File: config.mk
export PLATFORM = sky130hd
export DESIGN_NAME = eth_payload_dispatcher
export DESIGN_NICKNAME = d
export VERILOG_FILES = /design/src/rtl/eth_payload_dispatcher_pkg.sv /design/src/rtl/eth_payload_dispatcher_tx_arb.sv /design/src/rtl/eth_payload_dispatcher.sv
export SDC_FILE = /design/constraint.sdc
export NUM_CORES = 1
export LEC_CHECK = 0
export CORE_MARGIN = 2
export CORE_UTILIZATION = 30
export CTS_BUF_LIST = sky130_fd_sc_hd__clkbuf_8
export DETAILED_ROUTE_END_ITERATION = 12
export GPL_TIMING_DRIVEN = 0
export PLACE_DENSITY_LB_ADDON = 0.2
export SLEW_MARGIN = 20
export SYNTH_ARGS = -nofsm -noshare
export SYNTH_HDL_FRONTEND = slang
export SYNTH_SLANG_ARGS = --single-unit
File: constraint.sdc
create_clock -name eth_clk -period 41.9 [get_ports eth_clk]
set_input_delay 12.57 -clock eth_clk [delete_from_list [all_inputs] [get_ports eth_clk]]
set_output_delay 12.57 -clock eth_clk [all_outputs]
set_load 0.01 [all_outputs]
File: src/rtl/eth_payload_dispatcher_pkg.sv
// Shared types for the Ethernet payload dispatcher: header/packet structs,
// the dispatcher FSM state enum, the default EtherType table and a
// saturating-add helper used by the statistics counters.
package Types;

   typedef struct packed {
      logic [47:0] dst_mac;
      logic [47:0] src_mac;
      logic [15:0] ether_type;
   } st_eth_header;

   typedef struct packed {
      st_eth_header header;
      logic [15:0]  length;
      logic [15:0]  payload_id;
   } st_eth_packet;

   typedef enum logic [1:0] {
      IDLE,
      ROUTE,
      DISCARD
   } e_dispatch_state;

   // Written in channel order: the leftmost entry belongs to channel 0 (ARP),
   // the next one to channel 1 (IPv4).
   localparam logic [31:0] DEFAULT_HANDLER_TYPES = {16'h0806, 16'h0800};

   // 16-bit add that sticks at all-ones instead of wrapping.
   function automatic logic [15:0] sat_add16(input logic [15:0] v, input logic [3:0] inc);
      logic [16:0] s;
      s = {1'b0, v} + 17'(inc);
      return s[16] ? 16'hFFFF : s[15:0];
   endfunction

endpackage

File: src/rtl/eth_payload_dispatcher_tx_arb.sv
// Round-robin arbiter for the TX pending registers. One grant per cycle,
// suppressed while the TX FIFO cannot take an entry. The search starts at
// the pointer and the pointer moves to the slot after the winner.
module eth_tx_rr_arbiter #(
   parameter int NUM_HANDLERS = 2,
   localparam int IDX_W = (NUM_HANDLERS > 1) ? $clog2(NUM_HANDLERS) : 1
) (
   input  logic                    eth_clk,
   input  logic                    rst_in,
   input  logic [NUM_HANDLERS-1:0] pend,
   input  logic                    fifo_full,
   output logic                    grant_valid,
   output logic [IDX_W-1:0]        grant_idx
);

   logic [IDX_W-1:0] ptr_q, ptr_d;

   // Pick the first pending channel at or after the pointer, wrapping around.
   always_comb begin
      grant_valid = 1'b0;
      grant_idx   = '0;
      for (int i = 0; i < NUM_HANDLERS; i++) begin
         if (!grant_valid && !fifo_full && pend[(int'(ptr_q) + i) % NUM_HANDLERS]) begin
            grant_valid = 1'b1;
            grant_idx   = IDX_W'((int'(ptr_q) + i) % NUM_HANDLERS);
         end
      end
      ptr_d = ptr_q;
      if (grant_valid) begin
         ptr_d = (int'(grant_idx) == NUM_HANDLERS - 1) ? '0 : grant_idx + 1'b1;
      end
   end

   // Round-robin pointer register.
   always_ff @(posedge eth_clk) begin
      if (rst_in) ptr_q <= '0;
      else        ptr_q <= ptr_d;
   end

endmodule

File: src/rtl/eth_payload_dispatcher.sv
// Payload-stage dispatcher: routes the payload to one handler by EtherType,
// reports frame completion, discards unknown types, and merges handler TX
// requests through per-channel pending registers, a round-robin arbiter and
// a small TX FIFO.
// Optional feature macro: ETH_DISPATCH_STATS_EN (unknown/drop counters).
module eth_payload_dispatcher
   import Types::*;
#(
   parameter int                          NUM_HANDLERS   = 2,
   parameter logic [NUM_HANDLERS*16-1:0]  HANDLER_TYPES  = DEFAULT_HANDLER_TYPES,
   parameter int                          TX_QUEUE_DEPTH = 2
) (
   input  logic                    eth_clk,
   input  logic                    rst_in,
   input  logic                    active,
   input  st_eth_header            eth_header,
   input  logic [7:0]              data_rxd,
   input  logic                    data_new,
   output logic [NUM_HANDLERS-1:0] hdl_active,
   input  logic [NUM_HANDLERS-1:0] hdl_finished,
   input  logic [NUM_HANDLERS-1:0] hdl_send_packet,
   input  st_eth_packet            hdl_eth_packet [NUM_HANDLERS],
   output logic                    finished,
   output logic                    send_packet,
   output st_eth_packet            eth_packet,
   input  logic                    tx_ready,
   output logic [15:0]             unknown_count,
   output logic [15:0]             tx_drop_count
);

   localparam int IDX_W = (NUM_HANDLERS > 1) ? $clog2(NUM_HANDLERS) : 1;
   localparam int PTR_W = $clog2(TX_QUEUE_DEPTH);
   localparam int CNT_W = PTR_W + 1;

   // The byte stream goes to the handlers outside this block; only the
   // EtherType of the header is used here.
   logic unused_inputs;
   assign unused_inputs = ^{data_rxd, data_new, eth_header};

   // ---------------- EtherType decode ----------------
   logic [NUM_HANDLERS-1:0] match, match_onehot;
   logic [IDX_W-1:0]        match_idx;
   logic                    any_match;

   for (genvar gi = 0; gi < NUM_HANDLERS; gi++) begin : g_match
      assign match[gi] = (eth_header.ether_type == HANDLER_TYPES[(NUM_HANDLERS-1-gi)*16 +: 16]);
   end

   // Lowest matching index wins when the table has duplicates.
   always_comb begin
      match_onehot = '0;
      match_idx    = '0;
      for (int k = 0; k < NUM_HANDLERS; k++) begin
         if (match[k] && (match_onehot == '0)) begin
            match_onehot[k] = 1'b1;
            match_idx       = IDX_W'(k);
         end
      end
   end

   assign any_match  = |match;
   assign hdl_active = {NUM_HANDLERS{active}} & match_onehot;

   // ---------------- Frame FSM ----------------
   e_dispatch_state  state_q, state_d;
   logic [IDX_W-1:0] sel_q, sel_d;

   // Next state, latched channel and combinational finished.
   always_comb begin
      state_d  = state_q;
      sel_d    = sel_q;
      finished = 1'b0;
      case (state_q)
         IDLE: begin
            if (active) begin
               finished = !any_match;
               if (any_match) begin
                  state_d = ROUTE;
                  sel_d   = match_idx;
               end else begin
                  state_d = DISCARD;
               end
            end
         end
         ROUTE: begin
            finished = hdl_finished[sel_q];
            if (!active) state_d = IDLE;
         end
         DISCARD: begin
            finished = 1'b1;
            if (!active) state_d = IDLE;
         end
         default: state_d = IDLE;
      endcase
   end

   // FSM state and selected channel registers.
   always_ff @(posedge eth_clk) begin
      if (rst_in) begin
         state_q <= IDLE;
         sel_q   <= '0;
      end else begin
         state_q <= state_d;
         sel_q   <= sel_d;
      end
   end

   // ---------------- TX pending registers ----------------
   logic [NUM_HANDLERS-1:0] pend_q, granted, accept;
   st_eth_packet            pend_pkt_q [NUM_HANDLERS];
   logic                    grant_valid;
   logic [IDX_W-1:0]        grant_idx;
   logic                    push, pop, fifo_full;

   // A request is taken when its slot is free or is being emptied this cycle.
   for (genvar gi = 0; gi < NUM_HANDLERS; gi++) begin : g_pend
      assign granted[gi] = grant_valid && (grant_idx == IDX_W'(gi));
      assign accept[gi]  = hdl_send_packet[gi] && !(pend_q[gi] && !granted[gi]);
   end

   // Pending flags: a new request wins over the clear from a grant.
   always_ff @(posedge eth_clk) begin
      if (rst_in) begin
         pend_q <= '0;
      end else begin
         for (int k = 0; k < NUM_HANDLERS; k++) begin
            if (accept[k])       pend_q[k] <= 1'b1;
            else if (granted[k]) pend_q[k] <= 1'b0;
         end
      end
   end

   // Pending packet payloads; only meaningful while the flag is set.
   always_ff @(posedge eth_clk) begin
      for (int k = 0; k < NUM_HANDLERS; k++) begin
         if (accept[k]) pend_pkt_q[k] <= hdl_eth_packet[k];
      end
   end

   eth_tx_rr_arbiter #(.NUM_HANDLERS(NUM_HANDLERS)) u_arb (
      .eth_clk     (eth_clk),
      .rst_in      (rst_in),
      .pend        (pend_q),
      .fifo_full   (fifo_full),
      .grant_valid (grant_valid),
      .grant_idx   (grant_idx)
   );

   // ---------------- TX FIFO ----------------
   st_eth_packet     mem_q [TX_QUEUE_DEPTH];
   logic [PTR_W-1:0] wr_ptr_q, rd_ptr_q;
   logic [CNT_W-1:0] count_q;

   assign send_packet = (count_q != '0);
   assign eth_packet  = send_packet ? mem_q[rd_ptr_q] : '0;
   assign pop         = send_packet && tx_ready;
   assign push        = grant_valid;
   // A full FIFO still accepts a push in the cycle its head leaves.
   assign fifo_full   = (count_q == CNT_W'(TX_QUEUE_DEPTH)) && !pop;

   // FIFO storage write.
   always_ff @(posedge eth_clk) begin
      if (push) mem_q[wr_ptr_q] <= pend_pkt_q[grant_idx];
   end

   // FIFO pointers and occupancy.
   always_ff @(posedge eth_clk) begin
      if (rst_in) begin
         wr_ptr_q <= '0;
         rd_ptr_q <= '0;
         count_q  <= '0;
      end else begin
         if (push) wr_ptr_q <= wr_ptr_q + 1'b1;
         if (pop)  rd_ptr_q <= rd_ptr_q + 1'b1;
         count_q <= count_q + CNT_W'(push) - CNT_W'(pop);
      end
   end

   // ---------------- Statistics ----------------
`ifdef ETH_DISPATCH_STATS_EN
   logic [15:0]             unknown_q, drop_q;
   logic [NUM_HANDLERS-1:0] drop_vec;
   logic                    unknown_inc;

   assign drop_vec    = hdl_send_packet & pend_q & ~granted;
   assign unknown_inc = (state_q == IDLE) && active && !any_match;

   // Saturating counters of discarded frames and dropped TX requests.
   always_ff @(posedge eth_clk) begin
      if (rst_in) begin
         unknown_q <= '0;
         drop_q    <= '0;
      end else begin
         unknown_q <= sat_add16(unknown_q, 4'(unknown_inc));
         drop_q    <= sat_add16(drop_q, 4'($countones(drop_vec)));
      end
   end

   assign unknown_count = unknown_q;
   assign tx_drop_count = drop_q;
`else
   assign unknown_count = '0;
   assign tx_drop_count = '0;
`endif

endmodule

==> impl_metrics.yaml, run 1 <==
drt:
  initialDrtViolationCount: 645
  drt-total-wl_um: 56400
  dr.pass1.iters: 6
  antenna_left: 0
  wl_per_cell_um: 19.9
  via_count: 12100
  drc: 0
  vias_per_cell: 4.28
clocking:
  cts_resized: 0
  cts.clk_slew.worst_paths_ns: 0.06
  cts_buffer_depth: 3
  cts-root-buf: "clkbuf_8"
  postCtsSetupBuffers: 0
  cts_htree_levels: 3
  holdBufCountCts: 0
  clkSinkCount: 587
  cts_tree: "done"
  numCtsBuffers: 102
  clk_latency_ns: 0.68
floorplanning:
  num_io_pins: 597
  core_region_area_um2: 73000
  placementRows: 99
  dieArea_um2: 75900
  die_h_um: 276
  initial_core_util_pct: 30.3
  die_w_um: 276
grt:
  grt.total_usage_pct: 14.5
  grt_max_degree: 41
  overflow: 0
  grt_pass1_wl_um: 80700
  antenna_found_initial: 8
  grt_pass1_vias: 13000
logic_synthesis:
  synth_top_family_by_area: "multiplexers"
  yosysWarnings: 0
  avgSynthCellArea_um2: 19.0
  synth_compound_area_share_pct: 0.396
  synthAdderAreaFrac_pct: 0.283
  postSynthCellCount: 1165
  netlist_area_um2: 22100
  synth.area.mux_share_pct: 13.9
  synth-xor-area-share_pct: 0.198
  ys_ff_latch: 587
  yosys.cell_types.count: 37
  yosys.area_share.simple_pct: 3.30
  ys_seq_area_share_pct: 79.2
worst_setup_path:
  worst_setup_path_end_kind: "primary output"
  worst_setup_path_start_kind: "input pin"
  critPathMaxFanout: 4
  critPathArrivalTime_ns: 14.59
  crit_required_ns: 29.33
  critPathKind: "input pin to primary output"
power_and_ir_drop:
  cellPowerDensity_nw_per_um2: 55.5
  peakVddDrop_mv: 0.0284
  p_total_w: 0.00169
  leakage_nw: 10.6
sta:
  worst-slew-pin-transition_ns: 0.785
  period_needed_ns: 27.16
  skew_ns: 0.0350
  whs_ns: 0.514
  hold_viol_final: 0
  setup_viol: 0
  timing.fmax_mhz: 36.8
  tns_ns: 0
  max-slew-margin-rel_pct: 47.7
  final.period_utilization_pct: 64.8
  slew_violations: 0
  rsz0062_at_grt: "no"
cells_and_area:
  final_area_um2: 30400
  multi_input_area_um2: 4160
  syn_to_final_growth_pct: 37.6
  mostFrequentLayoutCell: "edfxtp_1"
  seq_area_um2: 17500
  drive_gt1_share_pct: 19.9
  layout_common_cells: "edfxtp_1 (576), clkdlybuf4s50_1 (459), nor2_1 (155), mux2i_1 (145), mux2_2 (135)"
  fillers: 6647
  final_util_pct: 41.7
  nets: 2217
run_status:
  status: "complete, no violations"
placement:
  hpwlAfterDp_um: 40000
  portBuffers: 459
  place.gp.congestion: 0.809
  place_area_um2: 28600
run:
  maxCapViolations: 0
hold_path:
  hold_path_class: "register to register"
==> path summary, 6_finish.rpt <==
check             slack [ns]                  start                           to  cells after the start
setup / recovery       14.74          eth_header[3]                     finished                      6
hold / removal          0.51     sel_q$_SDFFE_PP0P_           sel_q$_SDFFE_PP0P_                      2
setup reg to reg       38.98  count_q[1]$_SDFF_PP0_  pend_pkt_q[0][79]$_DFFE_PP_                      7
hold reg to reg         0.51     sel_q$_SDFFE_PP0P_           sel_q$_SDFFE_PP0P_                      2
==> sequential cells by signal, summed over array words and instances (netlist names), named ones only <==
| register | cells |
|---|---|
| mem_q | 288 |
| pend_pkt_q | 288 |
| count_q | 2 |
| pend_q | 2 |
| state_q | 2 |
| rd_ptr_q | 1 |
| sel_q | 1 |
| u_arb.ptr_q | 1 |
| wr_ptr_q | 1 |
==> synthesized netlist by cell type, drive strengths merged <==
master | number | area share (%)
nor4b | 1 | 0.040
xnor2 | 3 | 0.12
xor2 | 2 | 0.079
a21bo | 1 | 0.045
o41ai | 1 | 0.040
inv | 6 | 0.10
clkbuf | 10 | 0.17
o31ai | 1 | 0.034
nand3b | 1 | 0.091
nor3b | 1 | 0.057
a21oi | 4 | 0.091
nand2b | 1 | 0.028
ha | 5 | 0.28
nand4 | 1 | 0.028
nor2 | 156 | 2.6
nand3 | 1 | 0.023
nand2 | 3 | 0.051
a21o | 1 | 0.034
buf | 70 | 2.4
nor2b | 1 | 0.028
nor4 | 2 | 0.057
dfxtp | 11 | 1.0
mux2i | 145 | 6.6
edfxtp | 576 | 78
o21bai | 1 | 0.034
o21ai | 2 | 0.045
nor3 | 6 | 0.14
mux2 | 145 | 7.4
a21boi | 1 | 0.034
and3 | 1 | 0.028
o311ai | 1 | 0.040
conb | 1 | 0.017
and2 | 3 | 0.085
==> metal layers <==
layer  global-route usage [%]  share of wire, %  vias up
met5                        0             0.060        -
met4                     5.65               2.4        6
met3                     4.65               7.5       92
met2                     25.2                51      376
met1                     16.6                39     6009
li1                         -                 -     5652
==> critical path: stages <==
cell	delay, ns
clkdlybuf4s50_1	0.42
nor4_1	0.56
nand4_1	0.27
o21bai_1	0.19
a21oi_1	0.10
clkdlybuf4s50_1	0.49
==> where the power goes <==
group	leakage, nW	total [W]	internal, W	switching (W)
Clock	1.05	0.000464	0.000234	0.000230
Combinational	4.01	0.000477	0.000227	0.000250
Sequential	5.56	0.000750	0.000734	0.0000157
Total	10.6	0.00169	0.00120	0.000495
==> stage by stage <==
step	setup slack, ns	cells
floorplan	15.86	1196
CTS	14.79	2830
global placement	7.29	2614
finish	14.74	2835
detailed placement	14.79	2650
global route	14.64	2834
==> kinds of logic (layout without fill, tap and decap cells) <==
family          Yosys count  after routing
flops                   587            587
mux                     290            290
simple gates            178            178
buf+inv                  86            761
compound gates           13             13
fa+ha+maj                 5              5
xor+xnor                  5              5
other cells               1             37
==> cell type report <==
cell class | instances | area share (%)
Sequential cell | 587 | 57.5
Timing Repair Buffer | 495 | 17.0
Multi-Input combinational cell | 523 | 13.7
Clock buffer | 102 | 4.61
Tap cell | 959 | 3.94
Buffer | 80 | 1.85
Clock inverter | 78 | 1.30
Inverter | 6 | 0.0740
Antenna cell | 5 | 0.0411
No activity file was read; power rests on OpenSTA's default activity.
==> run 2, diff against run 1 <==
==> constraint.sdc (replaced) <==
create_clock -name eth_clk -period 27.5 [get_ports eth_clk]
set_input_delay 8.25 -clock eth_clk [delete_from_list [all_inputs] [get_ports eth_clk]]
set_output_delay 8.25 -clock eth_clk [all_outputs]
set_load 0.01 [all_outputs]
==> results of run 2 <==
Same layout as run 1 (identical final DEF). Status: complete, no violations.
Among the figures that moved: setup slack after placement 14.79 ns -> 9.03 ns; setup slack after layout 14.74 ns -> 8.98 ns; register-to-register setup slack 38.98 ns -> 24.58 ns; total power 0.00169 W -> 0.00258 W; worst IR drop on VDD 0.0284 mV -> 0.0432 mV
